## src/rtl/gate_arb_pkg.sv

```systemverilog
// rtl/gate_arb_pkg.sv - shared op encodings, FSM state type and counter width for gate_arb
package gate_arb_pkg;

  localparam logic OP_XNOR   = 1'b0;
  localparam logic OP_ANDXOR = 1'b1;

  localparam int CNT_W = 16;

  typedef enum logic {
    IDLE = 1'b0,
    RESP = 1'b1
  } state_e;

endpackage

```

## src/rtl/gate_fn.sv

```systemverilog
// rtl/gate_fn.sv - shared combinational gate function unit (XNOR or ANDXOR)
module gate_fn
  import gate_arb_pkg::*;
(
  input  logic op,
  input  logic a,
  input  logic b,
  output logic y
);

  always_comb begin
    y = a ~^ b;
    if (op == OP_ANDXOR) y = (a ^ b) & a;
  end

endmodule

```

## src/rtl/gate_arb.sv

```systemverilog
// rtl/gate_arb.sv - round-robin arbiter sharing one gate_fn, one response held at a time
// Optional per-requester grant counters on output grant_cnt when GATE_ARB_STATS_EN is defined.
module gate_arb
  import gate_arb_pkg::*;
#(
  parameter int N_REQ = 4
) (
  input  logic                       clk,
  input  logic                       reset,
  input  logic [N_REQ-1:0]           req_valid,
  input  logic [N_REQ-1:0]           req_a,
  input  logic [N_REQ-1:0]           req_b,
  input  logic [N_REQ-1:0]           req_op,
  output logic [N_REQ-1:0]           req_ready,
  output logic                       rsp_valid,
  output logic                       rsp_y,
  output logic [$clog2(N_REQ)-1:0]   rsp_id,
  input  logic                       rsp_ready
`ifdef GATE_ARB_STATS_EN
  ,output logic [N_REQ*CNT_W-1:0]    grant_cnt
`endif
);

  localparam int ID_W = $clog2(N_REQ);

  state_e          state_q, state_d;
  logic [ID_W-1:0] ptr_q, ptr_d;
  logic [ID_W-1:0] rsp_id_q, rsp_id_d;
  logic            rsp_y_q, rsp_y_d;
  logic [ID_W-1:0] gnt_id;
  logic            gnt_found;
  logic            window;
  logic            accept;
  logic            fn_y;
  int              idx;

  // Search starts at ptr and wraps; idx stays below N_REQ so the slice is exact.
  always_comb begin
    gnt_found = 1'b0;
    gnt_id    = '0;
    idx       = 0;
    for (int k = 0; k < N_REQ; k++) begin
      idx = int'(ptr_q) + k;
      if (idx >= N_REQ) idx = idx - N_REQ;
      if (!gnt_found && req_valid[idx[ID_W-1:0]]) begin
        gnt_found = 1'b1;
        gnt_id    = idx[ID_W-1:0];
      end
    end
  end

  assign window = !reset && ((state_q == IDLE) || rsp_ready);
  assign accept = window && gnt_found;

  always_comb begin
    req_ready = '0;
    if (accept) req_ready[gnt_id] = 1'b1;
  end

  gate_fn u_gate_fn (
    .op (req_op[gnt_id]),
    .a  (req_a[gnt_id]),
    .b  (req_b[gnt_id]),
    .y  (fn_y)
  );

  always_comb begin
    state_d  = state_q;
    ptr_d    = ptr_q;
    rsp_id_d = rsp_id_q;
    rsp_y_d  = rsp_y_q;
    if (accept) begin
      state_d  = RESP;
      rsp_id_d = gnt_id;
      rsp_y_d  = fn_y;
      ptr_d    = (gnt_id == ID_W'(N_REQ - 1)) ? '0 : gnt_id + ID_W'(1);
    end else if (state_q == RESP && rsp_ready) begin
      state_d = IDLE;
    end
  end

  always_ff @(posedge clk) begin
    if (reset) begin
      state_q  <= IDLE;
      ptr_q    <= '0;
      rsp_id_q <= '0;
      rsp_y_q  <= 1'b0;
    end else begin
      state_q  <= state_d;
      ptr_q    <= ptr_d;
      rsp_id_q <= rsp_id_d;
      rsp_y_q  <= rsp_y_d;
    end
  end

  assign rsp_valid = (state_q == RESP);
  assign rsp_y     = rsp_y_q;
  assign rsp_id    = rsp_id_q;

`ifdef GATE_ARB_STATS_EN
  logic [CNT_W-1:0] cnt_q [N_REQ];

  // Counters stick at all-ones rather than wrapping.
  always_ff @(posedge clk) begin
    for (int i = 0; i < N_REQ; i++) begin
      if (reset) begin
        cnt_q[i] <= '0;
      end else if (accept && gnt_id == ID_W'(i) && cnt_q[i] != '1) begin
        cnt_q[i] <= cnt_q[i] + CNT_W'(1);
      end
    end
  end

  always_comb begin
    grant_cnt = '0;
    for (int i = 0; i < N_REQ; i++) grant_cnt[i*CNT_W +: CNT_W] = cnt_q[i];
  end
`endif

endmodule

```

## config.mk

```make
export PLATFORM = sky130hd
export DESIGN_NAME = gate_arb
export DESIGN_NICKNAME = d
export VERILOG_FILES = /design/src/rtl/gate_arb_pkg.sv /design/src/rtl/gate_fn.sv /design/src/rtl/gate_arb.sv
export SDC_FILE = /design/constraint.sdc
export NUM_CORES = 1
export LEC_CHECK = 0
export CAP_MARGIN = 20
export CORE_UTILIZATION = 38
export CTS_CLUSTER_SIZE = 40
export DETAILED_ROUTE_END_ITERATION = 7
export PLACE_DENSITY = 0.83
export RECOVER_POWER = 100
export SLEW_MARGIN = 20
export SYNTH_ARGS = -nofsm -noshare
export SYNTH_HDL_FRONTEND = slang
export SYNTH_SLANG_ARGS = --single-unit
```

## constraint.sdc

```tcl
create_clock -name clk -period 2.7 [get_ports clk]
set_input_delay 0.54 -clock clk [delete_from_list [all_inputs] [get_ports clk]]
set_output_delay 0.54 -clock clk [all_outputs]
set_load 0.05 [all_outputs]
```

After elaboration in Yosys (flattened, before gate mapping)

Cells that the tools add are included.

Flip-flop bits (word level): 6
Bits of input ports: 19
Output and inout port bits: 8
Logic and storage cells: 73

$add $sub $neg: 8
Magnitude comparators: 10
Equal/unequal tests: 1
Muxes and demuxes: 33
Bitwise operators: 4
Reduce and logical (&&, ||, !) cells: 13

Operators by type and width:

| operator              | count |
|---|---|
| $mux W2               | 9 |
| $lt A2 B3 Y1 const B  | 5 |
| $mux W1               | 15 |
| $bmux W1 S2           | 7 |
| $ge A3 B3 Y1 const B  | 3 |
| $sub A2 B1 Y2 const B | 4 |
| $logic_and A1 B1 Y1   | 7 |
| $add A2 B2 Y3 const B | 2 |
| $logic_not A1 Y1      | 4 |
| $mux W4               | 1 |
| $add A2 B1 Y3 const B | 1 |
| $ge A2 B3 Y1 const B  | 1 |
| $add A2 B1 Y2 const B | 1 |
| $demux W1 S2          | 1 |
| $eq A2 B2 Y1 const B  | 1 |
| $ge A2 B1 Y1 const B  | 1 |
| $reduce_bool A2 Y1    | 1 |
| $and A1 B1 Y1         | 1 |
| $logic_or A1 B1 Y1    | 1 |
| $not A1 Y1            | 1 |
| $xnor A1 B1 Y1        | 1 |
| $xor A1 B1 Y1         | 1 |

Depth between registers and ports, before layout

Gate-level depths: netlist of the first run.

Depth in word-level cells: 19
Depth in mapped cells: 11
Depth with buffers taken out: 11

Hierarchy

From an unflattened synthesis of the first run, not the netlist that was laid out.

Cells, all modules: 58
Area, all modules: 496.7 um^2

By module, submodules not included:

| module   | instances | cells each | area each (um^2) | seq. area each (um^2) |
|---|---|---|---|---|
| gate_arb | 1         | 55         | 465.4            | 120.1 |
| gate_fn  | 1         | 3          | 31.3             | 0.0 |

Worst setup path after synthesis of the first run

No wires, ideal clock.

Path kind: input -> register
From: input req_valid[2]
To: register rsp_y_q (netlist: rsp_y)
Library setup time: 0.115 ns
Arrival time: 2.426 ns
Required time: 2.585 ns
Path slack: 0.158 ns
Cell stages on the path: 11
Path buffers: 0
Cell sequence: nor2b_1 a311oi_2 nor2_4 mux2_1 nor2_1 a21oi_1 ha_1 or2_2 nor2_1 mux2i_1 and3_1

Cells in the longest elaborated chain, start to end: 17
Elaborated cells between the ends (all ways): 33
Classes of those cells: mux: 23; bitwise: 3; reduce/logical: 7

RTL lines:

| element                               | line                           | source |
|---|---|---|
| start, declared                       | gate_arb.sv:10                 | `input logic [N_REQ-1:0] req_valid,` |
| $bmux W1 S2                           | gate_arb.sv:45                 | `if (!gnt_found && req_valid[idx[ID_W-1:0]]) begin` |
| $mux W1 (not written as such)         | gate_arb.sv:45                 |  |
| $mux W1                               | gate_arb.sv:45                 |  |
| $logic_not A1 Y1                      | gate_arb.sv:45                 |  |
| $logic_and A1 B1 Y1                   | gate_arb.sv:45                 |  |
| $mux W1                               | gate_arb.sv:45                 |  |
| $logic_not A1 Y1                      | gate_arb.sv:45                 |  |
| $logic_and A1 B1 Y1                   | gate_arb.sv:45                 |  |
| (+2 left out)                         | --                             |  |
| $logic_and A1 B1 Y1                   | gate_arb.sv:45                 |  |
| $mux W2 *                             | gate_arb.sv:45                 |  |
| named net gnt_id[1]                   | gate_arb.sv:30                 | `logic [ID_W-1:0] gnt_id;` |
| $bmux W1 S2, on equally long branches | gate_arb.sv:62, gate_arb.sv:63 |  |
| $mux W1, on equally long branches     | gate_arb.sv:62, gate_arb.sv:63 |  |
| $xor A1 B1 Y1                         | gate_fn.sv:13                  | `if (op == OP_ANDXOR) y = (a ^ b) & a;` |
| $and A1 B1 Y1                         | gate_fn.sv:13                  |  |
| $mux W1 *                             | gate_fn.sv:13                  |  |
| end signal, assigned                  | gate_arb.sv:92                 | `rsp_y_q <= rsp_y_d;` |
| end, declared                         | gate_arb.sv:29                 | `logic rsp_y_q, rsp_y_d;` |

Mark *: on every way through the listed nets, which the timed path passes. The rest lies on a longest branch. The select of a mux whose other input is x is not followed.
A chain may end at the register's enable or synchronous reset.

Worst setup path in the final report of the first run

From: input req_valid[2]
To: output req_ready[3]

Cells in the longest elaborated chain, start to end: 17
Elaborated cells between the ends (all ways): 29
Classes of those cells: order compare: 2; mux: 19; reduce/logical: 8

RTL lines:

| element                                                                   | line           | source |
|---|---|---|
| $bmux W1 S2                                                               | gate_arb.sv:45 |  |
| $mux W1 (not written as such)                                             | gate_arb.sv:45 |  |
| $mux W1                                                                   | gate_arb.sv:45 |  |
| $logic_not A1 Y1                                                          | gate_arb.sv:45 |  |
| $logic_and A1 B1 Y1                                                       | gate_arb.sv:45 |  |
| $mux W1                                                                   | gate_arb.sv:45 |  |
| $logic_not A1 Y1                                                          | gate_arb.sv:45 |  |
| $logic_and A1 B1 Y1                                                       | gate_arb.sv:45 |  |
| (+2 left out)                                                             | --             |  |
| $logic_and A1 B1 Y1                                                       | gate_arb.sv:45 |  |
| $mux W2 *                                                                 | gate_arb.sv:45 |  |
| named net gnt_id[0]                                                       | gate_arb.sv:30 |  |
| $lt A2 B3 Y1 (not written as such) / $ge A2 B1 Y1 (equally long branches) | gate_arb.sv:57 | `if (accept) req_ready[gnt_id] = 1'b1;` |
| $logic_and A1 B1 Y1 (not written as such)                                 | gate_arb.sv:57 |  |
| $mux W1 (not written as such)                                             | gate_arb.sv:57 |  |
| $demux W1 S2 *                                                            | gate_arb.sv:57 |  |
| $mux W4 *                                                                 | gate_arb.sv:57 |  |
| end, declared                                                             | gate_arb.sv:14 | `output logic [N_REQ-1:0] req_ready,` |

Marked as above.

==> impl_results.md, run 1 <==
* Dpl ws at -0.4037 ns
* Clock latency on the worst-skew pair at around 0.24 ns
* Critical Path RT at ~2.2 ns
* Layout cells sized above 1 at approximately a third
* Cell Rows at 13
* Total gr overflow at 0
* Final Net Count at 140
* Diode count at 0
* Final Hold Viols at 0
* DRC violations left at 0
* Initial drt markers at 14
* R2R Setup Slk at roughly 0.27 ns
* Longest Clk Path Bufs at 2
* Cells after DPL at 120
* Die area at 1598 sq um
* GP Congestion at 0.7395
* Wire per inst at between 10 and 15 microns
* Root Driver: clkbuf_4
* Hold EP: rsp_id[1]
* Die H at approximately 40 microns
* Final Hold Slack at just under 0.5 ns
* Synth warnings at 0
* Fin crit share at roughly 96%
* IO buf count at 26
* Syn_nets at 90
* Switch share at between 40% and 50%
* Area of the multi-input gates at 439.2 sq um
* Most area-consuming cells after synthesis: dfxtp_1 (22%), mux2i_1 (13%), ha_1 (11%)
* Pre-Repair DR Iteration Count at 4
* Internal at 0.3287 mW
* Pleak at 0.4844 nW
* Asr flop ratio synth at 0%
* Unrepaired setup endpoints after global routing: false
* I/O pins at 27
* Vias in the first global route at around 630
* R2R Path Start: ptr_q[0]
* Fmax at around 380 MHz
* Non-Filler Instances at ~130
* HP Class: register to register
* Drt via density at between 5 and 6
* Placeable Area at roughly 1300 sq um
* Post-route ant nets at 0
* Gr usage total at 24.71%
* Largest net degree at the start of global routing at 10
* VDD IR max at approximately 390 uV
* Clock sink count at 6
* Chip Width at roughly 40 microns
* #FFs+latches synth at 6
* Min-Delay Path Depth at 2
* First-pass GRT wire length at ~2.7 mm
* Clk slew on worst S/H paths at 0.04 ns
* FF-to-FF path depth at 13
* Logic pwr share at around 65%
* Final slew viol count at 0
* Slew HR at 65.58%
* Netlist Area Pre-Place at 548.0 sq um
* Vias at 660
* Status: complete, no violations
* Worst hold start: rsp_id[1]
* CTS buffer count at 3
* Starting Density at about two fifths
* DP Wirelength at 1.227 mm
* List of most frequent post-synthesis cells: nor2_1 (11), mux2i_1 (7), a21oi_1 (6), dfxtp_1 (6)
* Mapped Cells at 66
* Worst EP arrival at around 2.1 ns
* Max-Cap Viols at 0
* Setup crit end kind: output port
* Total Power at roughly 0.55 mW
* Top cell type's share of synthesized area at a little over a fifth
* WL final at around 1.7 mm
* CTS tree: done
* Post-synth EDFFs at 0
* Critical path peak fanout at 4
* Distinct cell type count after synthesis at 22
* PwrDens at 527.5 nW/um^2
* Skew final at between 0.009 and 0.01 ns
* Register area at around 120 sq um
* Fin util at between 70% and 80%
* Critical R2R Capture: rsp_y
* NetSw at 0.2204 mW
* Final worst slack at about 0.098 ns
* Min Tclk post-route at about 2.6 ns
* # H-tree levels at 1
* Crit Path Class: input port to output port
* Area added between synthesis and finish at 89.95%
* Clock network fraction of total power at between 10% and 20%
* Top FF cell, synth: dfxtp_1
* Yosys top cell by area: dfxtp_1
* Most frequent cell after synthesis: nor2_1
* FILL cells at 95
* Final setup violating endpoints at 0
* Part of the power in registers at between 20% and 30%
* Synthesized area per cell at slightly above 8 sq um
* Critical Path Source Type: input port
* Register area share after synthesis at around 22%
* Initial antenna violation count at 0
* Least-Margin Pin Slew at slightly above 0.5 ns
[worst max path at each step]
stage	startpoint	end	slack [ns]	depth (start not counted)
6_report	req_valid[2]	req_ready[3]	0.1	9
5_1_grt	req_valid[0]	req_ready[2]	0.003	9
4_1_cts	req_valid[0]	req_ready[0]	0.10	9
3_5_place_dp	req_valid[0]	rsp_y	-0.40	12
3_3_place_gp	req_valid[0]	rsp_y	-0.34	12
2_1_floorplan	req_valid[2]	rsp_y	0.16	11
[power groups by stage]
stage                     Combinational [mW]  Clock, mW  Sequential (mW)
after floorplan                        0.144          0            0.144
after global placement                 0.291          0            0.115
after detailed placement               0.301          0            0.115
after CTS                              0.355     0.0845            0.114
after global routing                   0.380     0.0863            0.116
final                                  0.354     0.0807            0.114
[area by class of cell]
| class | count | area share, % |
|---|---|---|
| Inverter | 6 | 2.163 |
| Multi-Input combinational cell | 54 | 42.19 |
| Sequential cell | 6 | 11.54 |
| Tap cell | 15 | 1.803 |
| Timing Repair Buffer | 45 | 40.14 |
| Clock buffer | 3 | 2.163 |
[kinds of logic (layout without fill, tap and decap cells)]
logic type               Yosys count  in the layout  share of synthesized area (%)
adder cells (fa/ha/maj)            5              5                          11.42
multiplexers                       9              9                          16.90
AO/OA/AOI/OAI                     12             12                          19.18
flip-flops                         6              6                          21.92
buffers and inverters              6             54                          4.109
AND/OR/NAND/NOR                   28             28                          26.48
[registers in the layout, indices dropped and copies added (netlist names)]
name	count
ptr_q	2
rsp_valid	1
rsp_y	1
rsp_id	2
[placed cells by master (no fill, tap or decap), drive strengths merged, types with 2 or more instances in the layout]
cell type       n
a21oi           6
and2            4
buf            20
clkbuf          6
clkdlybuf4s50  13
dfxtp           6
dlygate4sd2     4
dlygate4sd3     5
ha              5
inv             6
mux2            2
mux2i           7
nand2           2
nand2b          3
nor2           12
nor2b           2
nor3            2
or2             2
[stage by stage]
| step | instance area, sq um | TNS, ns |
|---|---|---|
| 2_1_floorplan | 548.0 | 0 |
| 3_3_place_gp | 939.7 | -1.051 |
| 3_5_place_dp | 939.7 | -1.293 |
| 4_1_cts | 1049 | 0 |
| 5_1_grt | 1041 | 0 |
| 6_report | 1041 | 0 |
[metal layers]
metal  routed length, microns  up-vias  global-route usage (%)
met1                      729      309                   29.19
met2                      942       18                   44.76
met3                       45        4                   2.778
met5                        0        -                       0
li1                         -      329                       -
met4                       29        0                   9.483
[critical path, cell delays in order]
cell and delay, ns:
dlygate4sd2_1 0.25, buf_6 0.14, inv_1 0.07, o22ai_1 0.09
a211oi_2 0.35, buf_1 0.19, ha_1 0.16, and2_4 0.14
buf_12 0.13
[repair_timing]
item | CTS | global route
hold buffers | 0 | 0
buffers inserted | 6 | 0
resized for setup | 17 | 2
setup endpoints to repair | 5 | 5
pin swaps | 4 | 3
Note: power is estimated with default switching activity, not from simulation.
==> run 2: changes to the inputs <==
CORE_MARGIN = 8   (was unset)
==> run 2 against run 1 <==
Net effect: hold slack is essentially flat; sequential share of layout area rose by 0.14 points; routed wire length rose by 12%; global-route usage shrank 10 points; critical path depth fell by 2; die area increased by 82%; clock power up 0.6%; flip-flop and latch count did not move; cell count unchanged; clock skew shrank 0.0027 ns; register-to-register slack got worse by 0.04 ns; critical path type unchanged; largest cell class is now non-clock buffers.
==> impl_results.md, run 2 (synthesis results as in run 1) <==
* Die area at 2913 sq um (+82%)
* IO buf count at 26 (unchanged)
* GP Congestion at 0.8167 (+10%)
* Pleak at 0.4836 nW (-0.16%)
* Status: complete, no violations
* Final Net Count at 140 (unchanged)
* Root Driver: clkbuf_4
* Final setup violating endpoints at 0 (unchanged)
* Fin crit share at 98.08% (+1.7 points)
* Area added between synthesis and finish at 87.67%
* Die H at 53.98 microns (+35%)
* CTS Hold Bufs at 0 (unchanged)
* Longest Clk Path Bufs at 2 (unchanged)
* Unrepaired setup endpoints after global routing: false
* Vias at 641 (-2.9%)
* Largest net degree at the start of global routing at 10 (unchanged)
* FILL cells at 94 (-1.1%)
* First-pass GRT wire length at 3.125 mm (+17%)
* Setup TNS at 0 ns (unchanged)
* Max-Cap Viols at 0 (unchanged)
* Worst EP arrival at 2.11 ns (+0.05 ns)
* DP Wirelength at 1.458 mm (+19%)
* CTS buffer count at 3 (unchanged)
* Diode count at 0 (unchanged)
* Setup crit end kind: output port
* Starting Density at 41.60% (unchanged)
* Wire per inst at 15.22 microns (+12%)
* Skew final at 0.007254 ns (-0.002713 ns)
* Initial drt markers at 14 (unchanged)
* Commonest non-fill, non-tap cell in the layout: clkdlybuf4s50_1
* Crit Path Class: input port to output port
* Initial antenna violation count at 0 (unchanged)
* VDD IR max at 362.7 uV (-6.1%)
* Gr usage total at 14.43% (-10 points)
* Critical path peak fanout at 4 (unchanged)
* # H-tree levels at 1 (unchanged)
* Final Hold Slack at 0.4810 ns (-0.0002330 ns)
* Clk slew on worst S/H paths at 0.04 ns (about the same)
* Final slew viol count at 0 (unchanged)
* Cell area after layout at 1028 sq um (-1.2%)
* Cells after DPL at 121 (+0.83%)
* WL final at 1.963 mm (+12%)
* Layout cells sized above 1 at 32.46% (-0.88 points)
* DRC violations left at 0 (unchanged)
* Critical Path RT at 2.16 ns (about the same)
* Cell Rows at 13 (unchanged)
* HP Class: register to register
* Min Tclk post-route at 2.648 ns (+0.04583 ns)
* Final worst slack at 0.05171 ns (-0.04583 ns)
* Critical Path Source Type: input port
* Slew HR at 65.74% (+0.17 points)
* PwrDens at 515.7 nW/um^2 (-2.2%)
* I/O pins at 27 (unchanged)
* Most frequent cells in the layout: clkdlybuf4s50_1 (14), buf_4 (13), nor2_1 (10)
* Dpl ws at -0.3733 ns (+0.03035 ns)
* Fin util at 78.06% (-0.95 points)
* Vias in the first global route at 691 (+10%)
* Final Hold Viols at 0 (unchanged)
* Pre-Repair DR Iteration Count at 4 (unchanged)
* Total gr overflow at 0 (unchanged)
* DP Area at 947.2 sq um (+0.80%)
* Least-Margin Pin Slew at 0.5122 ns (-0.002482 ns)
* Clock sink count at 6 (unchanged)
* Non-Filler Instances at 129 (unchanged)
* Clock latency on the worst-skew pair at 0.25 ns (about the same)
* Total Power at 0.5304 mW (-3.4%)
* Placeable Area at 1318 sq um (unchanged)
* CTS tree: done
* Fmax at 377.6 MHz (-1.7%)
* Drt via density at 4.969 (-2.9%)
* Chip Width at 53.98 microns (+35%)
* Post-route ant nets at 0 (unchanged)
run 2: cell types whose count changed in the layout (fill, tap and decap cells not counted), sizes merged:
cell	previous run	this run
clkdlybuf4s50	13	14
dlygate4sd3	5	4
run 2: what timing repair did:
action                                  CTS  global route
endpoints found under the setup margin    5             1
setup buffers                             5             0
hold endpoints to repair                  0             0
pin swaps                                 4             1
gates resized for setup                  16             1
run 2: layer usage:
layer	up-vias	part of all wire [%]	global-route usage, %
li1	326	-	-
met1	292	38	15.82
met2	17	55	24.71
met3	6	5.1	3.581
met4	0	1.9	8.197
met5	-	0	0
run 2: where the power goes:
| group | internal [mW] | total (mW) | leakage (nW) | switching (mW) |
|---|---|---|---|---|
| Sequential | 0.103 | 0.117 | 0.0499 | 0.0132 |
| Clock | 0.0502 | 0.0812 | 0.0138 | 0.0310 |
| Combinational | 0.163 | 0.333 | 0.420 | 0.169 |
run 2: critical path: stages:
cell	delay, ns
dlygate4sd2_1	0.25
buf_6	0.13
clkbuf_4	0.12
o41ai_1	0.51
nor2_1	0.17
and2_0	0.23
buf_12	0.16
run 2: path summary, 6_finish.rpt:
path / endpoint / slack [ns] / depth (start not counted) / startpoint
worst max-delay path: req_ready[3] / 0.05 / 7 / req_valid[2]
worst min-delay path: rsp_id[1] / 0.48 / 2 / rsp_id[1]
worst max register to register: rsp_y / 0.23 / 12 / ptr_q[0]
worst min register to register: rsp_id[1] / 0.48 / 2 / rsp_id[1]
run 2: final cells by class:
| class | count | area (sq um) | share of cell area, % |
|---|---|---|---|
| multi-input cells | 54 | 419.2 | 40.75 |
| well taps | 15 | 18.77 | 1.825 |
| clock buffers | 3 | 22.52 | 2.190 |
| flip-flops and latches | 6 | 120.1 | 11.68 |
| repair buffers | 45 | 425.4 | 41.36 |
| inverters | 6 | 22.52 | 2.190 |
